`src/rtl/fetch_unit.sv`:
```
// rtl/fetch_unit.sv - instruction fetch stage: owns the PC, drives imem, registers the fetched word for decode
// Redirects flush the output slot; a misaligned redirect target halts fetch until reset.
module fetch_unit #(
   parameter int              XLEN     = 32,
   parameter logic [XLEN-1:0] RESET_PC = '0
) (
   input  logic            clk,
   input  logic            rst,
   output logic [XLEN-1:0] imem_addr,
   input  logic [XLEN-1:0] imem_rd,
   input  logic            redirect_valid,
   input  logic [XLEN-1:0] redirect_target,
   input  logic            out_ready,
   output logic            out_valid,
   output logic [XLEN-1:0] out_instr,
   output logic [XLEN-1:0] out_pc,
   output logic [XLEN-1:0] out_pc_plus4,
   output logic            misalign_err
);

   typedef enum logic [1:0] {START, RUN, HALT} state_t;

   state_t          state, state_nxt;
   logic [XLEN-1:0] pc, pc_nxt, pc_plus4;
   logic [XLEN-1:0] instr_q, instr_nxt, opc_q, opc_nxt, opc4_q, opc4_nxt;
   logic            valid_q, valid_nxt, err_q, err_nxt;
   logic            redirect_bad, slot_free;

   assign pc_plus4     = pc + XLEN'(4);
   assign redirect_bad = redirect_valid && (redirect_target[1:0] != 2'b00);
   assign slot_free    = !valid_q || out_ready;

   always_ff @(posedge clk) begin
      if (rst) begin
         state   <= START;
         pc      <= RESET_PC;
         valid_q <= 1'b0;
         instr_q <= '0;
         opc_q   <= '0;
         opc4_q  <= '0;
         err_q   <= 1'b0;
      end else begin
         state   <= state_nxt;
         pc      <= pc_nxt;
         valid_q <= valid_nxt;
         instr_q <= instr_nxt;
         opc_q   <= opc_nxt;
         opc4_q  <= opc4_nxt;
         err_q   <= err_nxt;
      end
   end

   always_comb begin
      state_nxt = state;
      case (state)
         START:   state_nxt = redirect_bad ? HALT : RUN;
         RUN:     if (redirect_bad) state_nxt = HALT;
         HALT:    state_nxt = HALT;
         default: state_nxt = HALT;
      endcase
   end

   // START only differs from RUN in that the imem word is not captured yet.
   always_comb begin
      pc_nxt    = pc;
      valid_nxt = valid_q;
      instr_nxt = instr_q;
      opc_nxt   = opc_q;
      opc4_nxt  = opc4_q;
      err_nxt   = err_q;
      if (state != HALT) begin
         if (redirect_bad) begin
            err_nxt   = 1'b1;
            valid_nxt = 1'b0;
         end else if (redirect_valid) begin
            pc_nxt    = redirect_target;
            valid_nxt = 1'b0;
         end else if (state == RUN && slot_free) begin
            instr_nxt = imem_rd;
            opc_nxt   = pc;
            opc4_nxt  = pc_plus4;
            valid_nxt = 1'b1;
            pc_nxt    = pc_plus4;
         end
      end
   end

   assign imem_addr    = pc;
   assign out_valid    = valid_q;
   assign out_instr    = instr_q;
   assign out_pc       = opc_q;
   assign out_pc_plus4 = opc4_q;
   assign misalign_err = err_q;

endmodule

```
`config.mk`:
```
export PLATFORM = sky130hd
export DESIGN_NAME = fetch_unit
export DESIGN_NICKNAME = d
export VERILOG_FILES = /design/src/rtl/fetch_unit.sv
export SDC_FILE = /design/constraint.sdc
export NUM_CORES = 1
export LEC_CHECK = 0
export CORE_MARGIN = 8
export CORE_UTILIZATION = 40
export DETAILED_ROUTE_END_ITERATION = 10
export PLACE_DENSITY = 0.73
export SYNTH_ARGS = -nofsm -noshare
export SYNTH_HDL_FRONTEND = slang
export SYNTH_SLANG_ARGS = --single-unit
```
`constraint.sdc`:
```
create_clock -name clk -period 2.3 [get_ports clk]
set_input_delay 0.23 -clock clk [delete_from_list [all_inputs] [get_ports clk]]
set_output_delay 0.23 -clock clk [all_outputs]
set_load 0.1 [all_outputs]
```
==> flow_summary.toml <==
[clocking]
cts_root_buf = "clkbuf_16"
cts-htree-levels = 4
clkLatencyLatePin_ns = 0.42
cts_buffer_depth = 2
holdBufCountCts = 0
path_clk_slew_ns = 0.06
post-cts-setup-buffers = 0
cts_resized = 0
cts_sinks = 130
cts-buffers-inserted = 17
cts_tree = "built"

[logic_synthesis]
synth-main-ff-cell = "dfxtp_1"
synth-seq-cells = 130
synth_top_area_cell = "dfxtp_1"
netlist_top_cells_area = "dfxtp_1 (47%), nand2_1 (11%), a21oi_1 (8.7%)"
synth_nets = 763
synth_sequential_area_ratio = 0.474
avgSynthCellArea_sq_um = 7.91
synth-edff-count = 0
synth.distinct_cells = 52
async_flop_share = 0
syn_area_sq_um = 5490
synth_cells = 694
yosys.area.top_type_share = 0.474
synth_warnings = 0

[placed_design]
dp_hpwl_um = 13000
place.gp.congestion = 0.889
port_buffers = 197
dpl_cell_area_sq_um = 7410

[layout]
final_common_cell = "nand2_1"
diodes = 0
fin_area_sq_um = 7950
final_layout_size_suffix_gt1_frac = 0.240
n_fill_cell = 1312
final_cell_mix = "nand2_1 (161), buf_4 (156), dfxtp_1 (107), a21oi_1 (95), clkdlybuf4s50_1 (66)"
synthToLayoutAreaGrowth_pct = 44.9
fin_nets = 950

[global_route]
grt_pass1_wl_um = 28700
grt_max_degree = 76
grt_pass1_vias = 5382
grt_use_total = 0.200
antenna_found_initial = 0
grt_remaining_overflow = 0

[routing]
vias = 5554
drcViolationCount = 0
via_per_inst = 5.17
drtIter0Drc = 307
drtPass1Iterations = 5
wl_um = 18100
ant_nets = 0
wire_per_inst_um = 16.9

[worst_setup_path]
cp-endpoint = "out_pc_plus4[31]$_SDFFE_PP0P_"
timing.rr.end = "out_pc_plus4[31]$_SDFFE_PP0P_"
crit_start = "imem_addr[4]$_SDFFE_PP0P_"
r2r_cells = 6
path_class = "register to register"
worstPathArrival_ns = 2.45
regToRegSetupSlack_ns = 0.18
startpoint_type = "register"
crit_fanout = 11
timing.rr.start = "imem_addr[4]$_SDFFE_PP0P_"
cp.required_ns = 2.63
end_kind = "register"

[die]
fp.dieArea_sq_um = 17700
coreArea_sq_um = 13700
fp.dieH_um = 133
row_count = 43
die_w_um = 133
initial_core_util = 0.402
ios = 198

[pwr]
cellPowerDensity_nw_per_um2 = 741
finalPower_mw = 5.89
power.leakage_nw = 3.11
peakVddDrop_mv = 0.453

[timing]
fin_crit_ns = 2.12
maxSlewHeadroom = 0.567
finalCritPeriodShare = 0.920
finalClockSkew_ns = 0.00851
finalSetupViolCount = 0
tns_ns = 0
finalMaxSlewViolations = 0
grt_setup_unrepaired = "false"
worst_pin_slew_ns = 0.650
max_freq_mhz = 472
hold_viol_final = 0

[job]
max_cap_viol_count = 0

[min_path]
hp-start = "rst"
hold_path.class = "input port to register"

[outcome]
status = "finished, final reports clean"
layer usage:
metal  global-route usage  vias to the layer above  share of wire  routed length [um]
met5                    0                        -              0                   0
met4               0.0736                        0          0.016                 288
met3               0.0889                       24           0.10                1820
met2                0.310                      198           0.45                8160
met1                0.241                     2560           0.43                7870
li1                     -                     2772              -                   -
cell type report:
type	count	area [sq um]	area share
inverter	14	52.6	0.00661
clock inverter	11	88.8	0.0112
timing repair buffer	224	1870	0.235
clock buffer	21	450	0.0566
tap	180	225	0.0283
multi-input combinational	494	2620	0.329
sequential	130	2650	0.333
cells by family (layout without fill, tap and decap cells):
kind of cell / after synthesis / count (layout) / synth area share
DFF: 130 / 130 / 0.474
and+or+nand+nor: 288 / 288 / 0.241
muxes: 1 / 1 / 0.00182
buffers and inverters: 70 / 270 / 0.0515
adders and majority gates: 1 / 1 / 0.00228
AOI/OAI and AO/OA: 185 / 185 / 0.199
xor gates and xnor gates: 19 / 19 / 0.0303
critical path: stages (launching register included):
cell	delay (ns)
dfxtp_4	0.40
nand4_1	0.26
nor4_1	0.33
buf_4	0.23
nand3_1	0.17
or3_1	0.38
a311oi_1	0.25
registers in the layout, indices dropped and copies added (netlist names):
register,count
out_instr,32
out_pc,32
state,2
out_valid,1
out_pc_plus4,30
misalign_err,1
imem_addr,32
power by group:
part	total, mW	switching [mW]	internal [mW]
clock network	2.48	0.980	1.50
logic	1.01	0.722	0.286
registers	2.41	0.0812	2.32
total	5.89	1.78	4.11
metrics by stage:
stage	utilization	instances	hold WS (ns)	worst slack (ns)
after global placement	0.542	1042	0.442	0.147
after detailed placement	0.542	1042	0.447	0.124
after global routing	0.582	1074	0.269	0.00504
after floorplan	-	694	0.347	-0.0238
after CTS	0.582	1074	0.225	0.222
final	0.582	1074	0.242	0.184
how the worst min path moves through the flow:
stage	to	cells past startpoint
3_3_place_gp	out_instr[26]$_SDFFE_PP0P_	2
4_1_cts	imem_addr[2]$_SDFFE_PP0P_	2
6_report	imem_addr[2]$_SDFFE_PP0P_	2
5_1_grt	misalign_err$_SDFFE_PP0P_	2
3_5_place_dp	out_instr[11]$_SDFFE_PP0P_	2
2_1_floorplan	imem_addr[14]$_SDFFE_PP0P_	2
synthesized netlist by cell type (all sizes together) (2+ instances only):
library cell    n
nand2         161
dfxtp         130
a21oi          95
clkbuf         46
nor2           46
o21ai          27
a211oi         16
inv            14
nand4          13
xnor2          12
buf            10
nor3           10
a22oi           9
a31oi           9
and4            9
nand3           9
nor4            9
and3            8
xor2            7
and2            6
a21o            5
o21a            4
or3             4
or4             4
nor2b           3
a211o           2
a21boi          2
a221oi          2
a311oi          2
a32oi           2
nand2b          2
o311ai          2
o31ai           2
Power figures use the tool's default switching activity.
